File: src/rtl/ascon_perm_ctrl.sv
// rtl/ascon_perm_ctrl.sv - Ascon permutation round controller (optional watchdog: ASCON_PERM_CTRL_WATCHDOG_EN)
// Sequences p^a / p^b permutations over an external round counter and counts completions.
module ascon_perm_ctrl #(
    parameter int ROUND_A_P = 12,
    parameter int ROUND_B_P = 8
) (
    input  logic        clk,
    input  logic        rst_n,
    input  logic        req_valid_i,
    input  logic        req_mode_i,
    output logic        req_ready_o,
    input  logic        abort_i,
    output logic        load_a_o,
    output logic        load_b_o,
    output logic        round_en_o,
    input  logic        round_last_i,
    output logic        state_we_o,
    output logic        busy_o,
    output logic        done_o,
    output logic [15:0] perm_cnt_o,
    output logic        err_o
);

    typedef enum logic [1:0] {
        IDLE = 2'd0,
        RUN  = 2'd1,
        DONE = 2'd2
    } state_t;

    state_t      state_q;
    state_t      state_d;
    logic [15:0] perm_cnt_q;
    logic        accept;
    logic        timeout;

    always_ff @(posedge clk or negedge rst_n) begin
        if (!rst_n) begin
            state_q <= IDLE;
        end else begin
            state_q <= state_d;
        end
    end

    // Ready is gated by rst_n so nothing is offered while reset is held.
    always_comb begin
        state_d     = state_q;
        req_ready_o = 1'b0;
        accept      = 1'b0;
        load_a_o    = 1'b0;
        load_b_o    = 1'b0;
        round_en_o  = 1'b0;
        state_we_o  = 1'b0;
        busy_o      = 1'b0;
        done_o      = 1'b0;
        case (state_q)
            IDLE: begin
                req_ready_o = rst_n && !abort_i;
                accept      = req_valid_i && req_ready_o;
                load_a_o    = accept && !req_mode_i;
                load_b_o    = accept && req_mode_i;
                if (accept) begin
                    state_d = RUN;
                end
            end
            RUN: begin
                busy_o = 1'b1;
                if (abort_i) begin
                    state_d = IDLE;
                end else begin
                    round_en_o = 1'b1;
                    state_we_o = 1'b1;
                    if (round_last_i) begin
                        state_d = DONE;
                    end else if (timeout) begin
                        state_d = IDLE;
                    end
                end
            end
            DONE: begin
                busy_o  = 1'b1;
                done_o  = !abort_i;
                state_d = IDLE;
            end
            default: begin
                state_d = IDLE;
            end
        endcase
    end

    always_ff @(posedge clk or negedge rst_n) begin
        if (!rst_n) begin
            perm_cnt_q <= 16'h0000;
        end else if (done_o) begin
            perm_cnt_q <= perm_cnt_q + 16'h0001;
        end
    end

    assign perm_cnt_o = perm_cnt_q;

`ifdef ASCON_PERM_CTRL_WATCHDOG_EN
    // The latched mode only selects the watchdog limit.
    logic       mode_q;
    logic [7:0] run_cnt_q;
    logic [7:0] limit;
    logic       err_q;

    assign limit   = mode_q ? 8'(ROUND_B_P - 1) : 8'(ROUND_A_P - 1);
    assign timeout = (state_q == RUN) && (run_cnt_q == limit);

    always_ff @(posedge clk or negedge rst_n) begin
        if (!rst_n) begin
            mode_q    <= 1'b0;
            run_cnt_q <= 8'd0;
            err_q     <= 1'b0;
        end else begin
            if (accept) begin
                mode_q    <= req_mode_i;
                run_cnt_q <= 8'd0;
                err_q     <= 1'b0;
            end else if (state_q == RUN) begin
                run_cnt_q <= run_cnt_q + 8'd1;
                if (!abort_i && !round_last_i && timeout) begin
                    err_q <= 1'b1;
                end
            end
        end
    end

    assign err_o = err_q;
`else
    assign timeout = 1'b0;
    assign err_o   = 1'b0;
`endif

endmodule

File: config.mk
export PLATFORM = sky130hd
export DESIGN_NAME = ascon_perm_ctrl
export DESIGN_NICKNAME = d
export VERILOG_FILES = /design/src/rtl/ascon_perm_ctrl.sv
export SDC_FILE = /design/constraint.sdc
export NUM_CORES = 1
export LEC_CHECK = 0
export BUFFER_PORTS_ARGS = -buffer_cell sky130_fd_sc_hd__clkbuf_2
export CORE_MARGIN = 5
export CORE_UTILIZATION = 45
export DETAILED_ROUTE_END_ITERATION = 10
export PLACE_DENSITY = 0.77
export SLEW_MARGIN = 20
export SYNTH_ARGS = -nofsm -noshare
export SYNTH_HDL_FRONTEND = slang
export SYNTH_SLANG_ARGS = --single-unit
File: constraint.sdc
create_clock -name clk -period 4.51 [get_ports clk]
set_input_delay 0.2255 -clock clk [delete_from_list [all_inputs] [get_ports clk]]
set_output_delay 0.2255 -clock clk [all_outputs]
set_load 0.05 [all_outputs]
==> impl_metrics.ini, run 1 <==
[global_routing]
grt_start_max_net_pins = 21
number_of_global_route_vias_before_repair = 621
wire_length_of_the_first_global_routing_pass_mm = 2.66
groute.usage.overall_pct = 12.7
grt_antenna_before_repair = 0
overflow = 0

[sta]
min_hold_slack_ps = 230
max_freq_mhz = 482
grt_setup_unrepaired = false
report.final.setup_viol = 0
post-route-period-util_pct = 46.0
fin_tns_setup_ps = 0
clock-skew-final_ps = 1.90
fin_crit_ps = 2070
slew_violations = 0
timing.final.hold_violations = 0

[power]
comb_power_share_pct = 42.7
p_seq_share_pct = 38.9
total_switching_power_mw = 0.240
power.share.switching_pct = 45.2
max-vdd-ir-drop_mv = 0.348
clockPowerShare_pct = 18.4
power_density_mw_per_mm2 = 490
cellLeakagePower_nw = 0.581
internal_power_mw = 0.291

[cts]
worst_case_clock_buffer_depth = 2
post_cts_setup_driven_buffer_insertion_count = 0
ctsRootBufferMaster = clkbuf_4
clock-sinks = 18
ctsHoldBuffers = 1
ctsHtreeMaxLevel = 1
clock_insertion_delay_worst_skew_ps = 290
ctsResizeCount = 0
tritoncts.num_buffers = 3
cts.clk_slew.worst_paths_ps = 100
clock_tree_from_tritoncts = built

[cells_and_area]
mostFrequentLayoutCell = clkbuf_2
multi_input_area_um2 = 400
area.growth.synth_to_final_pct = 20.1
seqCellArea_um2 = 450
total_inserted_antenna_cells = 0
fill_cells = 182
finish.net_count = 121
drive_above_1_share_pct = 32.7
finish.instance_area_mm2 = 0.00108
mostFrequentLayoutCells = clkbuf_2, dfrtp_1, xnor2_1

[synth]
yosys_warnings = 0
post_synth.cell_area_avg_um2 = 11.0
synth-seq-area-share_pct = 50.0
mappedNetlistArea_um2 = 901
synth_fp_nets = 92
synth.area.top_cells = dfrtp_1, xnor2_1, ha_1, and3_1, nand3_1
yosysUniqueCellTypes = 24
synth.largest_area_cell = dfrtp_1
synth_largest_type_area_fraction_pct = 50.0
synth_simple_gate_area_share_pct = 20.4
fraction_of_the_mapped_netlist_area_in_compound_gates_pct = 2.22
synth.ff_latch_count = 18
yosys.area_share.xor_xnor_pct = 14.6
synth_fa_ha_area_share_pct = 5.56
multiplexer_share_of_the_synthesized_area_pct = 1.25
dominant_combinational_cell_family_by_area_after_synthesis = simple AND/OR/NAND/NOR gates
syn-instance-count = 82

[place]
dpl.hpwl_mm = 1.23
placed_cell_area_mm2 = 0.00104
place_congestion = 0.766
placement.io_buffers = 28

[detailed_routing]
wl_mm = 1.63
avgRoutedWirePerCell_um = 11.9
detail_route.iter0.violations = 5
drc_errors = 0
firstDrtPassIters = 4
detail_route.vias_per_cell = 4.77
dr_total_vias = 654
antenna_left = 0

[floorplan]
core.rowCount = 16
core_region_area_mm2 = 0.00194
die_width_um = 54.7
die_height_um = 54.7
initial_utilization_pct = 46.4
die_area_mm2 = 0.00300
top_level_ports = 30

[run_status]
status = finished clean

[critical_path]
r2r_setup_slack_ps = 2800
r2r-end = perm_cnt_o[15]
setup.worst_path.end = load_a_o
critical_path.most_common_cell = clkbuf_2
critical_path.slowest_cell = dlygate4sd3_1
critPathCaptureType = primary output
critPathLaunch = rst_n
worstPathRequired_ps = 4280
worstSetupPathType = in2out
number_of_cells_on_the_worst_reg_to_reg_path = 6
worst_setup_path_start_kind = input pin
critPathMaxStageDelay_ps = 530
worstPathMaxFanout = 20
arrival_time_reported_for_the_critical_path_endpoint_ps = 1850
regToRegStartpoint = state_q[0]
sequence_of_cells_on_the_critical_path = dlygate4sd3_1 -> clkbuf_2 -> and3b_1 -> nand2_1 -> nor2_1 -> clkbuf_2

[run]
cap_viol_max_count = 0

[hold_path]
min-delay-path-class = in2reg
-- critical path: cells and delay by family --
family | cells | cell delay [ps]
buffers and inverters | 3 | 1200
and+or+nand+nor | 3 | 400
-- registers in the layout, summed over array words and instances (netlist names) --
name	cells
perm_cnt_o	16
state_q	2
-- per-layer routing --
layer	share of wire [%]	track usage, %	vias up
met5	0	0	-
met1	45	16.7	312
met4	0.43	6.64	0
met2	50	19.5	13
met3	4.8	2.45	2
li1	-	-	327
-- synth_stat cells --
cell and instances:
nand3b_1 1, mux2_2 1, nand2_1 7, and3_1 6, inv_1 3, and4_4 1, nand4_1 1, a21oi_1 3
conb_1 1, buf_2 1, nand4_2 1, nand3_1 6, ha_1 4, and4_1 2, nor2_1 3, nor2b_2 1
and3b_1 1, dfrtp_1 18, xnor2_1 13, buf_4 3, nand2b_1 1, o21ai_0 1, buf_6 1, xor2_1 2
-- layout make-up --
cell class                 count  share of cell area (%)
clock buffer                   4                    3.35
inverter                       3                    1.04
multi-input combinational     56                    37.0
sequential                    18                    41.6
tap                           27                    3.12
timing repair buffer          29                    13.9
-- power by group through the flow --
| stage | Clock (mW) | Sequential (mW) | Combinational (mW) |
|---|---|---|---|
| floorplan | 0 | 0.259 | 0.136 |
| global placement | 0 | 0.208 | 0.224 |
| detailed placement | 0 | 0.209 | 0.230 |
| CTS | 0.102 | 0.207 | 0.230 |
| global route | 0.109 | 0.212 | 0.245 |
| finish | 0.0976 | 0.206 | 0.226 |
-- how the worst min path moves through the flow --
| stage | cells past startpoint | endpoint | startpoint | slack [ps] |
|---|---|---|---|---|
| 2_1_floorplan | 0 | perm_cnt_o[0] | rst_n | -70 |
| 3_3_place_gp | 1 | perm_cnt_o[14] | rst_n | 200 |
| 3_5_place_dp | 1 | perm_cnt_o[14] | rst_n | 200 |
| 4_1_cts | 3 | state_q[1] | round_last_i | 220 |
| 5_1_grt | 3 | state_q[1] | round_last_i | 220 |
| 6_report | 3 | state_q[1] | round_last_i | 230 |
-- metrics by stage --
stage	power, mW	util (%)	instances	setup WS [ps]
6_report	0.530	55.7	137	2440
5_1_grt	0.566	55.7	137	2250
4_1_cts	0.539	55.7	137	2400
3_5_place_dp	0.439	53.4	132	2800
3_3_place_gp	0.432	53.4	132	2890
2_1_floorplan	0.395	-	82	2410
-- logic make-up after synthesis --
family	after synthesis
xor gates and xnor gates	15
other	1
and+or+nand+nor	31
AOI/OAI and AO/OA	4
adders and majority gates	4
buffers and inverters	8
DFF	18
muxes	1
(Power assumes the default switching activity.)
==> inputs of run 2 (changes only) <==
- CORE_UTILIZATION: 45 -> 43
- clock period: 4.51 -> 1.9 ns (I/O delays scaled with it)
==> impl_metrics.ini, run 2 (same netlist as run 1, synthesis figures left out) <==
[critical_path]
critPathCaptureType = flop
worstPathMaxFanout = 7
worstPathRequired_ps = 2090
worst_setup_path_start_kind = flop
arrival_time_reported_for_the_critical_path_endpoint_ps = 1890
worstSetupPathType = reg2reg

[detailed_routing]
detail_route.iter0.violations = 5
firstDrtPassIters = 4
antenna_left = 0
detailroute.wirelength.met3_um = 84
detail_route.wirelength.met1_um = 747
detail_route.vias_per_cell = 4.83
avgRoutedWirePerCell_um = 11.8
drc_errors = 0
route.top_layer_used = met4
wl_met2_um = 787
dr_total_vias = 666
wl_mm = 1.63

[run]
cap_viol_max_count = 0

[cts]
clock_tree_from_tritoncts = built
ctsHtreeMaxLevel = 1
tritoncts.num_buffers = 3
ctsHoldBuffers = 1
clock_insertion_delay_worst_skew_ps = 290
clock-sinks = 18
post_cts_setup_driven_buffer_insertion_count = 0
worst_case_clock_buffer_depth = 2
ctsRootBufferMaster = clkbuf_4
ctsResizeCount = 0
cts.clk_slew.worst_paths_ps = 110

[sta]
fin_tns_setup_ps = 0
clock-skew-final_ps = 11.3
timing.final.ws_setup_ps = 201
slew_violations = 0
max_freq_mhz = 588
report.final.setup_viol = 0
post-route-period-util_pct = 89.4
grt_setup_unrepaired = false
timing.final.hold_violations = 0
fin_crit_ps = 1700

[floorplan]
top_level_ports = 30
core_region_area_mm2 = 0.00198
core.rowCount = 16
initial_utilization_pct = 45.5
die_height_um = 55.8
die_width_um = 55.8
die_area_mm2 = 0.00311

[place]
placement_stage_worst_setup_slack_ps = 198
dpl.hpwl_mm = 1.29
dp.cells = 133
placement.io_buffers = 28
place_congestion = 0.735

[cells_and_area]
mostFrequentLayoutCell = clkbuf_2
total_inserted_antenna_cells = 0
largest_reg_flops = 16
drive_above_1_share_pct = 34.2
area.growth.synth_to_final_pct = 21.3
mostFrequentLayoutCells = clkbuf_2, dfrtp_1, xnor2_1
fin_util_pct = 55.1
finish.cell_count_without_fillers = 138
finish.net_count = 122

[power]
power_density_mw_per_mm2 = 1150
max-vdd-ir-drop_mv = 0.867
cellLeakagePower_nw = 0.585

[global_routing]
grt_antenna_before_repair = 0
number_of_global_route_vias_before_repair = 650
wire_length_of_the_first_global_routing_pass_mm = 2.90
groute.usage.overall_pct = 11.4
grt_start_max_net_pins = 17
overflow = 0

[hold_path]
min-delay-path-class = in2reg

[run_status]
status = finished clean
[run 2: changes by cell type in the layout (fill, tap and decap cells not counted)]
| cell | previous run | this run |
|---|---|---|
| buf_4 | 0 | 1 |
| nor2_1 | 3 | 2 |
| nor2_2 | 0 | 1 |
[run 2: power breakdown]
group | switching [mW] | internal (mW) | leakage [nW] | total [mW]
Clock | 0.114 | 0.116 | 0.0210 | 0.231
Sequential | 0.0544 | 0.438 | 0.243 | 0.493
Combinational | 0.402 | 0.136 | 0.321 | 0.538
Total | 0.571 | 0.690 | 0.585 | 1.26
[run 2: worst paths after layout]
check / from / endpoint / slack [ps] / cells after the start
max: state_q[0] / perm_cnt_o[15] / 200 / 6
min in group asynchronous: rst_n / state_q[0] / 140 / 2
max in group asynchronous: rst_n / perm_cnt_o[5] / 1360 / 3
min reg2reg: perm_cnt_o[15] / perm_cnt_o[15] / 470 / 1
min: round_last_i / state_q[1] / 110 / 3
max reg2reg: state_q[0] / perm_cnt_o[15] / 200 / 6
[run 2: metal layers]
layer	up-vias	track usage, %
li1	330	-
met1	321	15.0
met2	13	18.4
met3	2	3.25
met4	0	3.13
met5	-	0
[run 2: area by class of cell]
cell class	count	area (µm²)
clock buffers	4	36.3
repair buffers	30	158
flip-flops and latches	18	450
inverters	3	11.3
well taps	27	33.8
multi-input cells	56	403
fillers	168	890
[run 2: worst max-delay path, cell delays in order, from the launching register on]
cell and delay, ps:
dfrtp_1 390, inv_1 100, ha_1 140, nor2b_2 260, and4_1 410, nand4_1 160
xnor2_1 140
[run 2: metrics by stage]
| step | area, µm² | hold WS [ps] | total power, mW |
|---|---|---|---|
| CTS | 1090 | 105 | 1.27 |
| finish | 1090 | 107 | 1.26 |
| global route | 1090 | 133 | 1.35 |
| detailed placement | 1050 | -91.9 | 1.04 |
| floorplan | 903 | -201 | 0.938 |
| global placement | 1050 | -94.9 | 1.03 |
==> inputs of run 3 (changes only) <==
- PLACE_DENSITY: 0.77 -> 0.72
==> impl_metrics.ini, run 3 (same netlist as run 1, synthesis figures left out) <==
[run_status]
status = finished clean

[critical_path]
worstSetupPathType = reg2reg
arrival_time_reported_for_the_critical_path_endpoint_ps = 1910
worstPathRequired_ps = 2080
r2r-end = perm_cnt_o[15]
critPathLaunch = state_q[0]
r2r_setup_slack_ps = 180
regToRegStartpoint = state_q[0]
worstPathMaxFanout = 7
critPathCaptureType = flop
number_of_cells_on_the_worst_reg_to_reg_path = 6
worst_setup_path_start_kind = flop

[floorplan]
die_height_um = 55.8
die_area_mm2 = 0.00311
core.rowCount = 16
core_region_area_mm2 = 0.00198
initial_utilization_pct = 45.5
top_level_ports = 30
die_width_um = 55.8

[sta]
report.final.setup_viol = 0
max_freq_mhz = 580
clock-skew-final_ps = 7.59
fin_tns_setup_ps = 0
post-route-period-util_pct = 90.8
grt_setup_unrepaired = false
timing.final.hold_violations = 0
fin_crit_ps = 1720
slew_violations = 0

[cells_and_area]
total_inserted_antenna_cells = 0
finish.net_count = 122
finish.cell_count_without_fillers = 138
mostFrequentLayoutCell = clkbuf_2
mostFrequentLayoutCells = clkbuf_2, dfrtp_1, xnor2_1
drive_above_1_share_pct = 34.2
largest_reg_flops = 16
fill_cells = 175
area.growth.synth_to_final_pct = 21.3
fin_util_pct = 55.1

[global_routing]
wire_length_of_the_first_global_routing_pass_mm = 2.97
overflow = 0
groute.usage.overall_pct = 11.9
grt_antenna_before_repair = 0
grt_start_max_net_pins = 14
number_of_global_route_vias_before_repair = 647

[cts]
ctsResizeCount = 0
post_cts_setup_driven_buffer_insertion_count = 0
clock_tree_from_tritoncts = built
clock-sinks = 18
tritoncts.num_buffers = 3
worst_case_clock_buffer_depth = 2
ctsHtreeMaxLevel = 1
clock_insertion_delay_worst_skew_ps = 290
ctsRootBufferMaster = clkbuf_4
cts.clk_slew.worst_paths_ps = 100

[detailed_routing]
firstDrtPassIters = 4
drc_errors = 0
detail_route.iter0.violations = 12
dr_total_vias = 663
avgRoutedWirePerCell_um = 11.4
detail_route.vias_per_cell = 4.80
wl_mm = 1.58
antenna_left = 0

[run]
cap_viol_max_count = 0

[place]
dpl.hpwl_mm = 1.26
place_congestion = 0.727
dp.cells = 133
placement.io_buffers = 28

[power]
design_power_mw = 1.25
power_density_mw_per_mm2 = 1150
max-vdd-ir-drop_mv = 0.849
cellLeakagePower_nw = 0.585

[hold_path]
hold-path-endpoint = state_q[1]
hold_path_depth = 3
min-delay-path-class = in2reg
min_from = round_last_i
-- run 3: cell counts in the layout (fill, tap and decap cells not counted) --
No cell type changed its count.
-- run 3: repair_timing --
item	in CTS	in global routing
endpoints found under the hold margin	18	0
endpoints found under the setup margin	0	0
hold buffers	1	0
-- run 3: area by class of cell --
| class | count | area [µm²] | share of cell area (%) |
|---|---|---|---|
| clock buffer | 4 | 36.3 | 3.32 |
| inverter | 3 | 11.3 | 1.03 |
| multi-input combinational | 56 | 403 | 36.9 |
| sequential | 18 | 450 | 41.2 |
| tap | 27 | 33.8 | 3.09 |
| timing repair buffer | 30 | 158 | 14.4 |
-- run 3: through the flow --
stage / area (µm²) / setup slack, ps / hold slack, ps
after detailed placement: 1050 / 183 / -59.7
after CTS: 1090 / 176 / 79.8
final: 1090 / 175 / 90.1
after floorplan: 903 / 128 / -201
after global placement: 1050 / 280 / -58.1
after global routing: 1090 / 41.0 / 82.0
-- run 3: how the worst max path moves through the flow --
stage,endpoint,slack [ps],depth (start not counted)
2_1_floorplan,load_a_o,130,5
3_3_place_gp,perm_cnt_o[15],280,6
3_5_place_dp,perm_cnt_o[15],180,6
4_1_cts,perm_cnt_o[15],180,6
5_1_grt,perm_cnt_o[15],40,6
6_report,perm_cnt_o[15],180,6
-- run 3: power by group --
part           total (mW)  switching [mW]  internal (mW)
clock               0.224           0.107          0.117
combinational       0.538           0.402          0.137
sequential          0.490          0.0518          0.438
total                1.25           0.560          0.692
-- run 3: critical path, stage by stage (launching register included) --
cell and delay (ps):
dfrtp_1 390, inv_1 100, ha_1 140, nor2b_2 260, and4_1 430, nand4_1 160, xnor2_1 150
-- run 3: metal layers --
layer	part of all wire, %	vias up	GRT usage (%)
met5	0	-	0
met4	0.63	0	3.13
met3	7.0	2	4.87
met2	46	16	18.8
met1	46	317	15.2
li1	-	328	-
